File: src/rtl/csr_mon_master.sv
// Initiator for the CSR monitor access port: halts the CPU, reads the CSR, optionally writes it, returns the old value.
// Define CSR_MON_RMW_EN to decode req_op into set-bits / clear-bits read-modify-write accesses.
module csr_mon_master #(
    parameter int TIMEOUT_W = 8
) (
    input  logic        clk,
    input  logic        rst,
    input  logic        req_valid,
    output logic        req_ready,
    input  logic        req_write,
    input  logic [1:0]  req_op,
    input  logic [11:0] req_adr,
    input  logic [31:0] req_wdata,
    output logic        rsp_valid,
    input  logic        rsp_ready,
    output logic [31:0] rsp_rdata,
    output logic        rsp_err,
    input  logic        cpu_run,
    output logic        cpu_stop_req,
    output logic        csr_radr_en_mon,
    output logic [11:0] csr_radr_mon,
    output logic [11:0] csr_wadr_mon,
    output logic        csr_we_mon,
    output logic [31:0] csr_wdata_mon,
    input  logic [31:0] csr_rdata_mon
);

    typedef enum logic [2:0] {IDLE, HALT, READ, WRITE, RESP} state_t;

    localparam logic [TIMEOUT_W-1:0] CNT_ONE  = {{(TIMEOUT_W-1){1'b0}}, 1'b1};
    localparam logic [TIMEOUT_W-1:0] CNT_LAST = {{(TIMEOUT_W-1){1'b1}}, 1'b0};

    state_t               state;
    logic [TIMEOUT_W-1:0] cnt;
    logic                 write_q;
    logic [11:0]          adr_q;
    logic [31:0]          wdata_q;
    logic [31:0]          wr_data;

`ifdef CSR_MON_RMW_EN
    logic [1:0] op_q;

    function automatic logic [31:0] write_value(input logic [31:0] old,
                                                input logic [31:0] mask,
                                                input logic [1:0]  op);
        case (op)
            2'b01:   write_value = old | mask;
            2'b10:   write_value = old & ~mask;
            default: write_value = mask;
        endcase
    endfunction

    assign wr_data = write_value(csr_rdata_mon, wdata_q, op_q);
`else
    logic [1:0] unused_op;
    assign unused_op = req_op;
    assign wr_data   = wdata_q;
`endif

    // Gated with rst so the port reads 0 while reset is held and 1 right after release.
    assign req_ready = (state == IDLE) && !rst;

    always_ff @(posedge clk or posedge rst) begin
        if (rst) begin
            state           <= IDLE;
            cnt             <= '0;
            write_q         <= 1'b0;
            adr_q           <= '0;
            wdata_q         <= '0;
`ifdef CSR_MON_RMW_EN
            op_q            <= 2'b00;
`endif
            rsp_valid       <= 1'b0;
            rsp_rdata       <= '0;
            rsp_err         <= 1'b0;
            cpu_stop_req    <= 1'b0;
            csr_radr_en_mon <= 1'b0;
            csr_radr_mon    <= '0;
            csr_wadr_mon    <= '0;
            csr_we_mon      <= 1'b0;
            csr_wdata_mon   <= '0;
        end else begin
            // Strobes are single-cycle; address and data are zero whenever their strobe is low.
            csr_radr_en_mon <= 1'b0;
            csr_radr_mon    <= '0;
            csr_we_mon      <= 1'b0;
            csr_wadr_mon    <= '0;
            csr_wdata_mon   <= '0;
            case (state)
                IDLE: begin
                    if (req_valid) begin
                        write_q      <= req_write;
                        adr_q        <= req_adr;
                        wdata_q      <= req_wdata;
`ifdef CSR_MON_RMW_EN
                        op_q         <= req_op;
`endif
                        cnt          <= '0;
                        cpu_stop_req <= 1'b1;
                        state        <= HALT;
                    end
                end
                HALT: begin
                    if (!cpu_run) begin
                        csr_radr_en_mon <= 1'b1;
                        csr_radr_mon    <= adr_q;
                        state           <= READ;
                    end else begin
                        cnt <= cnt + CNT_ONE;
                        if (cnt == CNT_LAST) begin
                            rsp_err   <= 1'b1;
                            rsp_rdata <= '0;
                            rsp_valid <= 1'b1;
                            state     <= RESP;
                        end
                    end
                end
                READ: begin
                    rsp_rdata <= csr_rdata_mon;
                    if (write_q) begin
                        csr_we_mon    <= 1'b1;
                        csr_wadr_mon  <= adr_q;
                        csr_wdata_mon <= wr_data;
                        state         <= WRITE;
                    end else begin
                        rsp_valid <= 1'b1;
                        state     <= RESP;
                    end
                end
                WRITE: begin
                    rsp_valid <= 1'b1;
                    state     <= RESP;
                end
                RESP: begin
                    if (rsp_ready) begin
                        rsp_valid    <= 1'b0;
                        rsp_err      <= 1'b0;
                        rsp_rdata    <= '0;
                        cpu_stop_req <= 1'b0;
                        state        <= IDLE;
                    end
                end
                default: state <= IDLE;
            endcase
        end
    end

endmodule

File: config.mk
export PLATFORM = sky130hd
export DESIGN_NAME = csr_mon_master
export DESIGN_NICKNAME = d
export VERILOG_FILES = /design/src/rtl/csr_mon_master.sv
export SDC_FILE = /design/constraint.sdc
export NUM_CORES = 1
export LEC_CHECK = 0
export ABC_AREA = 1
export CORE_MARGIN = 1.5
export CORE_UTILIZATION = 40
export DETAILED_ROUTE_END_ITERATION = 10
export GPL_TIMING_DRIVEN = 0
export HOLD_SLACK_MARGIN = 0.12
export PLACE_DENSITY = 0.71
export SYNTH_ARGS = -nofsm -noshare
export SYNTH_HDL_FRONTEND = slang
export SYNTH_SLANG_ARGS = --single-unit
File: constraint.sdc
create_clock -name clk -period 5.6 [get_ports clk]
set_input_delay 0.56 -clock clk [delete_from_list [all_inputs] [get_ports clk]]
set_output_delay 0.56 -clock clk [all_outputs]
set_load 0.005 [all_outputs]
After elaboration in Yosys (flattened, before gate mapping)
Cells that the tools add are included.

Flip-flop bits (word level): 149. Input port bits: 84. Output and inout bits: 94. Word-level logic and storage cells: 72.

Add/subtract/negate cells: 1. Eq/ne operators: 11. Muxes and demuxes: 31. Reduce and logical (&&, ||, !) cells: 15.

Operators with widths (number): 2-to-1 mux 32 bit (5); case mux 32 bit (3 select lines) (1); 2-to-1 mux 12 bit (4); 2-to-1 mux 8 bit (2); case mux 8 bit (2 select lines) (1); 2-to-1 mux 3 bit (5); case mux 3 bit (5 select lines) (1); != test 2 bit (second input constant) (5); 2-to-1 mux 1 bit (9); AND reduction 3 bit (3); adder 8 x 1 -> 8 bit (second input constant) (1); equality test 8 bit (second input constant) (1); AND reduction 4 bit (2); equality test 3 x 2 -> 1 bit (second input constant) (2); nonzero test 2 bit (3); AND reduction 5 bit (1); case mux 1 bit (2 select lines) (2); case mux 1 bit (4 select lines) (1); nonzero test 4 bit (1); equality test 3 x 1 -> 1 bit (second input constant) (1); equality test 3 bit (second input constant) (1); zero test 3 bit (1); != test 3 bit (second input constant) (1); nonzero test 3 bit (1); other kinds (3) (3).

Longest topological paths before layout
Gate-level depths: netlist of run 1.

Depth in word-level cells: 4. Gate-level depth with buffers: 10.

Worst setup path before layout of run 1
OpenSTA, ideal clock, no wires.

Kind: flip-flop to flip-flop. Start point: register cnt[0]. End point: register rsp_rdata[0]. Setup time: 116 ps. Arrival: 1207 ps. Required time: 5484 ps. Slack: 4277 ps. Stages on the path, launching flop included: 11. Clock period less this slack: 1323 ps. Cell sequence: dfrtp_1 > inv_1 > ha_1 > nand2_1 > nor2_1 > nand3_1 > nand2_1 > nand2_2 > buf_6 > nand2_1 > nand2_1.

Longest elaborated chain between the ends: 3.

Ends and longest elaborated chain: start, declared (RTL line 34) `logic [TIMEOUT_W-1:0] cnt;`; start signal, assigned (RTL line 109) `cnt <= cnt + CNT_ONE;`; equality test 8 bit (RTL line 110) `if (cnt == CNT_LAST) begin`; != test 2 bit (no source line); AND reduction 4 bit (no source line); end signal, assigned (RTL line 119) `rsp_rdata <= csr_rdata_mon;`; end, declared (RTL line 16) `output logic [31:0] rsp_rdata,`.

No other way between the ends. A chain may end at the register's enable or synchronous reset.

Worst setup path after layout of run 1
Start point: register state[1]. End point: output port req_ready.

Longest elaborated chain between the ends: 2.

Ends and longest elaborated chain: start, declared (RTL line 33) `state_t state;`; start signal, assigned (RTL line 65) `state <= IDLE;`; start signal, assigned (RTL line 100) `state <= HALT;`; start signal, assigned (RTL line 107) `state <= READ;`; zero test 3 bit (RTL line 61) `assign req_ready = (state == IDLE) && !rst;`; logical AND 1 bit (RTL line 61); end, declared (RTL line 9) `output logic req_ready,`.

No other way between the ends.

==> summary.md, run 1 <==
| Metric | Value |
|---|---|
| Synth Instances | `just under 600` |
| Top cells by area, synth | `dfrtp_1 (67%), nand2_1 (19%), nor2_1 (4.3%)` |
| Status | `finished, final reports clean` |
| R2r startpoint | `state[2]` |
| Final wirelength | `~14,000 um` |
| CTS Hold Buffers Added | `0` |
| DRC violations left | `0` |
| Largest net degree at the start of global routing | `between 70 and 80` |
| Post-CTS Setup Bufs | `0` |
| Final hold vios | `0` |
| Clock Power Share | `about a third` |
| R2r worst-path depth | `6` |
| Reg2reg setup slack | `between 3000 and 4000 ps` |
| Setup TNS | `0 ps` |
| WS Path Type | `reg -> out` |
| Critical Path Stages | `4` |
| CTS tree | `yes` |
| Crit. End Element | `output pin` |
| Sequential share of the synthesized area | `67.3%` |
| PostCTS Resize Cnt | `0` |
| Leak | `4.02 nW` |
| Root Driver | `clkbuf_16` |
| Clock Skew | `between 5 and 6 ps` |
| Worst r2r dst | `rsp_rdata[23]` |
| Psw | `1.18 mW` |
| RePlAce Congestion | `0.855` |
| CP endpoint | `req_ready` |
| CP Launch Type | `flip-flop` |
| Core area | `about 13,000 sq um` |
| Part of the cycle the worst path needs | `42.1%` |
| Util after Layout | `between 60% and 70%` |
| Vias | `~4,500` |
| Syn_area_per_cell | `9.36 sq um` |
| Comb power frac | `between 20% and 30%` |
| Top Usage Layer GRT | `met2` |
| WP data arrival | `between 1500 and 2000 ps` |
| Post-synth cell types | `24` |
| Hold Startpoint | `rsp_rdata[28]` |
| Tot Pwr | `just under 4 mW` |
| Drt initial violations | `roughly 240` |
| Register bit total from synthesis | `149` |
| Critical path peak fanout | `4` |
| Drt wl/cell | `about 14 um` |
| Die W | `121 um` |
| Cell family with most CP delay | `buffers and inverters` |
| GRT met3 Usage | `under 10%` |
| Htree depth | `4` |
| Bufs on Longest Clock Path | `2` |
| Post-DP HPWL | `slightly below 10,000 um` |
| FILL cells | `around 1,100` |
| Die footprint | `14,600 sq um` |
| Maximum vdd drop | `about 0.18 mV` |
| Post-synth top flop | `dfrtp_1` |
| Sink Count | `149` |
| Largest area contributor in the netlist | `dfrtp_1` |
| Synth Net Count | `678` |
| Max-slew violation count | `0` |
| Detail-routed via count per cell | `4.63` |
| Post-synth ARST share | `100%` |
| GRT met2 Usage | `around a third` |
| Slowest cell on crit path | `clkdlybuf4s50_1` |
| Most instantiated library cell after synthesis | `nand2_1` |
| Placed insts | `about 940` |
| Vias in the first global route | `around 4,600` |
| Max Cap Viol | `0` |
| F_max | `roughly 420 MHz` |
| Sw frac | `a little under a third` |
| CTS Buf Count | `17` |
| Cell Chain, Critical Path | `nor2_2, nand2_1, nor2_1, clkdlybuf4s50_1` |
| Std-Cell Rows | `between 40 and 50` |
| Synthesized cell area | `5540 sq um` |
| Final Non-Filler Cells | `about 980` |
| Port Buf Inserts | `175` |
| Unrepaired setup endpoints after global routing | `false` |
| Grt met1 use | `between 20% and 30%` |
| Worst-Skew Late Latency | `410 ps` |
| Synth warnings | `0` |
| Share of cells above drive strength 1 | `around 7%` |
| Diodes inserted | `0` |
| Top cells by count, synth | `nand2_1 (279), dfrtp_1 (149), nor2_1 (64)` |
| Crit path buffers/inverters | `1` |
| Remaining global-route overflow | `0` |
| Number of synthesized flops with an enable pin | `0` |
| Crit. Startpoint | `state[1]` |
| Clock slew at reported path FFs | `approximately 50 ps` |
| Pwr dens | `~470 nW/um^2` |
| CP max stage delay | `~510 ps` |
| Final net count | `approximately 870` |
| First-pass GRT wire length | `22,500 um` |
| Initial antenna violation count | `0` |
| GRT Total Usage | `about 20%` |
| Worst Hold Class | `reg -> reg` |
| Flop pwr share | `approximately two fifths` |
| Top Ports | `178` |
| Worst Path Required | `roughly 5000 ps` |
| Post-DRT Antenna Nets | `0` |
| Die height | `roughly 120 um` |
| Worst-Margin Slew | `between 600 and 700 ps` |
| Rel. slew slack | `55.4%` |
| Int Pwr | `2.68 mW` |
| Initial core utilization | `41.3%` |
| Final setup fails | `0` |
| Synth top area share | `approximately two thirds` |
| Final min period | `around 2400 ps` |
| Area grow syn2layout | `48.1%` |
| DRT Pass-1 Iters | `6` |
power groups by stage:
stage / logic [mW] / clock network (mW) / registers (mW)
6_report: 1.10 / 1.25 / 1.51
5_1_grt: 1.25 / 1.33 / 1.54
4_1_cts: 1.12 / 1.28 / 1.51
3_5_place_dp: 1.11 / 0 / 1.52
3_3_place_gp: 1.07 / 0 / 1.51
2_1_floorplan: 0.611 / 0 / 1.51
worst min-delay path by stage:
stage / cells past startpoint / end / slack [ps]
CTS: 2 / rsp_rdata[28] / 470
floorplan: 2 / wdata_q[0] / 450
finish: 2 / rsp_rdata[28] / 470
detailed placement: 2 / rsp_rdata[28] / 460
global route: 2 / rsp_rdata[20] / 500
global placement: 2 / rsp_rdata[28] / 450
final cells by class:
class / count / area (sq um) / area share (%)
timing repair buffer: 176 / 1780 / 21.7
clock inverter: 10 / 193 / 2.35
clock buffer: 21 / 470 / 5.73
multi-input combinational: 389 / 1570 / 19.1
inverter: 30 / 118 / 1.43
buffer: 24 / 129 / 1.57
sequential: 149 / 3730 / 45.4
tap: 176 / 220 / 2.68
layer usage:
| metal | share of wire (%) | routed length, um | up-vias |
|---|---|---|---|
| met3 | 6.0 | 816 | 22 |
| li1 | - | - | 2187 |
| met2 | 49 | 6680 | 163 |
| met1 | 43 | 5860 | 2140 |
| met4 | 2.1 | 283 | 0 |
| met5 | 0 | 0 | - |
tightest hold or removal path, cell delays in order, from the launching register on:
cell and delay (ps):
dfrtp_1 340, nand2_1 50, nand2_1 50
cells in the final DEF, fill, tap and decap left out, types with 3 or more instances in the layout:
master and instances:
clkdlybuf4s50_1 175, o21ai_0 7, inv_2 7, clkbuf_1 13, buf_2 4, clkbuf_16 17, nand4_1 3, nand3_1 8
nor2_1 64, buf_4 3, dfrtp_1 149, inv_6 3, inv_1 22, clkbuf_8 3, bufinv_16 5, buf_6 3
nand2_1 279, o21ai_1 14
logic make-up after synthesis:
| family | Yosys count | synth area share [%] |
|---|---|---|
| simple gates | 361 | 25.3 |
| flops | 149 | 67.3 |
| fa+ha+maj | 2 | 0.452 |
| xor+xnor | 3 | 0.474 |
| compound gates | 23 | 2.10 |
| buf+inv | 54 | 4.36 |
flip-flops by register name, indices dropped and copies added (netlist names), 3 cells and up:
register,flops
csr_wadr_mon,12
cnt,8
csr_radr_mon,12
wdata_q,32
rsp_rdata,32
csr_wdata_mon,32
adr_q,12
state,3
through the flow:
stage	area [sq um]	hold WS (ps)	setup WS, ps
2_1_floorplan	5540	449	1030
3_3_place_gp	7510	455	-793
3_5_place_dp	7540	461	3350
4_1_cts	8210	475	3220
5_1_grt	8210	501	3160
6_report	8210	471	3240
(Power assumes the default switching activity.)
==> inputs of run 2 (changes only) <==
==> constraint.sdc (replaced) <==
create_clock -name clk -period 2.32 [get_ports clk]
set_input_delay 0.232 -clock clk [delete_from_list [all_inputs] [get_ports clk]]
set_output_delay 0.232 -clock clk [all_outputs]
set_load 0.005 [all_outputs]
==> run 2 against run 1 <==
Effect of this change:
- clock power is 110% higher
- cell area is 0.90% lower
- via count is 1.1% lower
- count of clock-buffer cells in the layout stayed put
- largest cell class unchanged
==> summary.md, run 2 (same netlist as run 1, synthesis figures left out) <==
| Metric | Value |
|---|---|
| Area grow syn2layout | `46.8% (was 48.1%)` |
| Initial antenna violation count | `0 (unchanged)` |
| Unrepaired setup endpoints after global routing | `false (unchanged)` |
| Post-DP HPWL | `9820 um (was 9680 um)` |
| F_max | `~490 MHz` |
| Rel. slew slack | `45.8% (was 55.4%)` |
| Maximum vdd drop | `0.514 mV (was 0.183 mV)` |
| Root Driver | `clkbuf_16 (unchanged)` |
| Leak | `3.98 nW (was 4.02 nW)` |
| Slowest cell on crit path | `clkdlybuf4s50_1 (unchanged)` |
| Final setup fails | `0 (unchanged)` |
| Worst-Skew Late Latency | `420 ps (was 410 ps)` |
| CP max stage delay | `500 ps (was 510 ps)` |
| Clock slew at reported path FFs | `60 ps (was 50 ps)` |
| Post-CTS Setup Bufs | `0 (unchanged)` |
| Fin worst setup slack | `295 ps (was 3240 ps)` |
| Htree depth | `4 (unchanged)` |
| Top Ports | `178 (unchanged)` |
| Placed insts | `946 (was 944)` |
| WP data arrival | `1790 ps (was 1800 ps)` |
| Sw frac | `31.7% (was 30.5%)` |
| Die footprint | `14,600 sq um (unchanged)` |
| DRT Pass-1 Iters | `4 (was 6)` |
| Clock Power Share | `29.1% (was 32.5%)` |
| Die height | `121 um (unchanged)` |
| GRT met2 Usage | `32.1% (was 33.4%)` |
| Int Pwr | `6.08 mW (was 2.68 mW)` |
| Vias | `4,461 (was 4,512)` |
| Detail-routed via count per cell | `4.57 (was 4.63)` |
| Status | `finished, final reports clean (unchanged)` |
| Flop pwr share | `40.9% (was 39.1%)` |
| Final wirelength | `13,500 um (was 13,600 um)` |
| RePlAce Congestion | `0.822 (was 0.855)` |
| Grt met1 use | `24.4% (was 25.2%)` |
| CP Launch Type | `flip-flop (unchanged)` |
| Drt wl/cell | `13.8 um (was 14.0 um)` |
| Bufs on Longest Clock Path | `2 (unchanged)` |
| Place WS | `497 ps (was 3350 ps)` |
| GRT met3 Usage | `5.24% (was 5.33%)` |
| CTS Hold Buffers Added | `0 (unchanged)` |
| Most frequent cells in the layout | `nand2_1 (279), clkdlybuf4s50_1 (175), dfrtp_1 (149), nor2_1 (64), inv_1 (22) (unchanged)` |
| Sink Count | `149 (unchanged)` |
| CTS Buf Count | `17 (unchanged)` |
| Clock Skew | `7.47 ps (was 5.73 ps)` |
| Worst-Margin Slew | `811 ps (was 668 ps)` |
| Std-Cell Rows | `42 (unchanged)` |
| Vias in the first global route | `4,484 (was 4,595)` |
| GRT Total Usage | `19.5% (was 20.2%)` |
| Post-DRT Antenna Nets | `0 (unchanged)` |
| Worst Path Required | `2090 ps (was 5040 ps)` |
| Crit. End Element | `output pin (unchanged)` |
| CTS tree | `yes (unchanged)` |
| Cell Chain, Critical Path | `nor2_2, nand2_1, nor2_1, clkdlybuf4s50_1 (unchanged)` |
| Drt initial violations | `177 (was 242)` |
| Commonest non-fill, non-tap cell in the layout | `nand2_1 (unchanged)` |
| Port Buf Inserts | `175 (unchanged)` |
| WS Path Type | `reg -> out (unchanged)` |
| Final net count | `875 (was 873)` |
| Comb power frac | `30.0% (was 28.5%)` |
| Crit path buffers/inverters | `1 (unchanged)` |
| Diodes inserted | `0 (unchanged)` |
| Top Usage Layer GRT | `met2 (unchanged)` |
| Largest net degree at the start of global routing | `45 (was 78)` |
| First-pass GRT wire length | `21,900 um (was 22,500 um)` |
| Cell family with most CP delay | `buffers and inverters (unchanged)` |
| Critical path peak fanout | `4 (unchanged)` |
| Core area | `13,400 sq um (unchanged)` |
| Worst Hold Class | `in -> reg (was reg -> reg)` |
| Initial core utilization | `41.3% (unchanged)` |
| Util after Layout | `60.7% (was 61.3%)` |
| Psw | `2.82 mW (was 1.18 mW)` |
| Final min period | `around 2000 ps` |
| Biggest regs | `csr_wdata_mon x32, rsp_rdata x32, wdata_q x32 (unchanged)` |
| Max Cap Viol | `0 (unchanged)` |
| Final Non-Filler Cells | `977 (was 975)` |
| Remaining global-route overflow | `0 (unchanged)` |
| Part of the cycle the worst path needs | `roughly 87%` |
| FILL cells | `1,116 (was 1,132)` |
| PostCTS Resize Cnt | `0 (unchanged)` |
| Max-slew violation count | `0 (unchanged)` |
| DRC violations left | `0 (unchanged)` |
| Pwr dens | `1090 nW/um^2 (was 471 nW/um^2)` |
| Final hold vios | `0 (unchanged)` |
| Share of cells above drive strength 1 | `6.87% (was 6.88%)` |
| Die W | `121 um (unchanged)` |
==> run 2: layer usage <==
| metal | vias to the layer above | wire, um |
|---|---|---|
| li1 | 2185 | - |
| met1 | 2082 | 5970 |
| met2 | 167 | 6350 |
| met3 | 27 | 838 |
| met4 | 0 | 297 |
| met5 | - | 0 |
==> run 2: worst reg2reg max path: stages, from the launching register on <==
cell,delay (ps)
dfrtp_1,430
nor2_2,190
nand3_2,300
inv_2,160
buf_4,220
buf_4,200
nand2_1,80
nand2_1,60
==> run 2: final cells by class <==
cell class	count	area [sq um]	area share, %
Buffer	24	129	1.58
Multi-Input combinational cell	389	1570	19.3
Inverter	30	116	1.43
Clock buffer	21	450	5.54
Clock inverter	10	108	1.32
Timing Repair Buffer	178	1810	22.3
Tap cell	176	220	2.71
Sequential cell	149	3730	45.8
==> run 2: per-stage QoR <==
| stage | setup TNS, ps | power [mW] | hold slack (ps) | area, sq um |
|---|---|---|---|---|
| floorplan | 0 | 5.12 | 342 | 5540 |
| global placement | -143300 | 6.25 | 453 | 7520 |
| detailed placement | 0 | 6.36 | 458 | 7580 |
| CTS | 0 | 8.97 | 339 | 8130 |
| global route | 0 | 9.49 | 357 | 8130 |
| finish | 0 | 8.89 | 349 | 8130 |
==> run 2: worst paths after layout <==
kind	slack (ps)	end	cells past startpoint	from
min reg2reg	470	rsp_rdata[30]	2	rsp_rdata[30]
max	300	req_ready	4	state[1]
max reg2reg	620	wdata_q[12]	7	state[1]
max in group asynchronous	1040	adr_q[6]	4	rst
min	350	wdata_q[5]	3	req_wdata[5]
min in group asynchronous	360	rsp_rdata[29]	2	rst
==> run 2: power groups by stage <==
stage	registers [mW]	clock network [mW]	logic, mW
2_1_floorplan	3.65	0	1.48
3_3_place_gp	3.65	0	2.60
3_5_place_dp	3.67	0	2.69
4_1_cts	3.63	2.64	2.70
5_1_grt	3.72	2.75	3.02
6_report	3.64	2.59	2.67
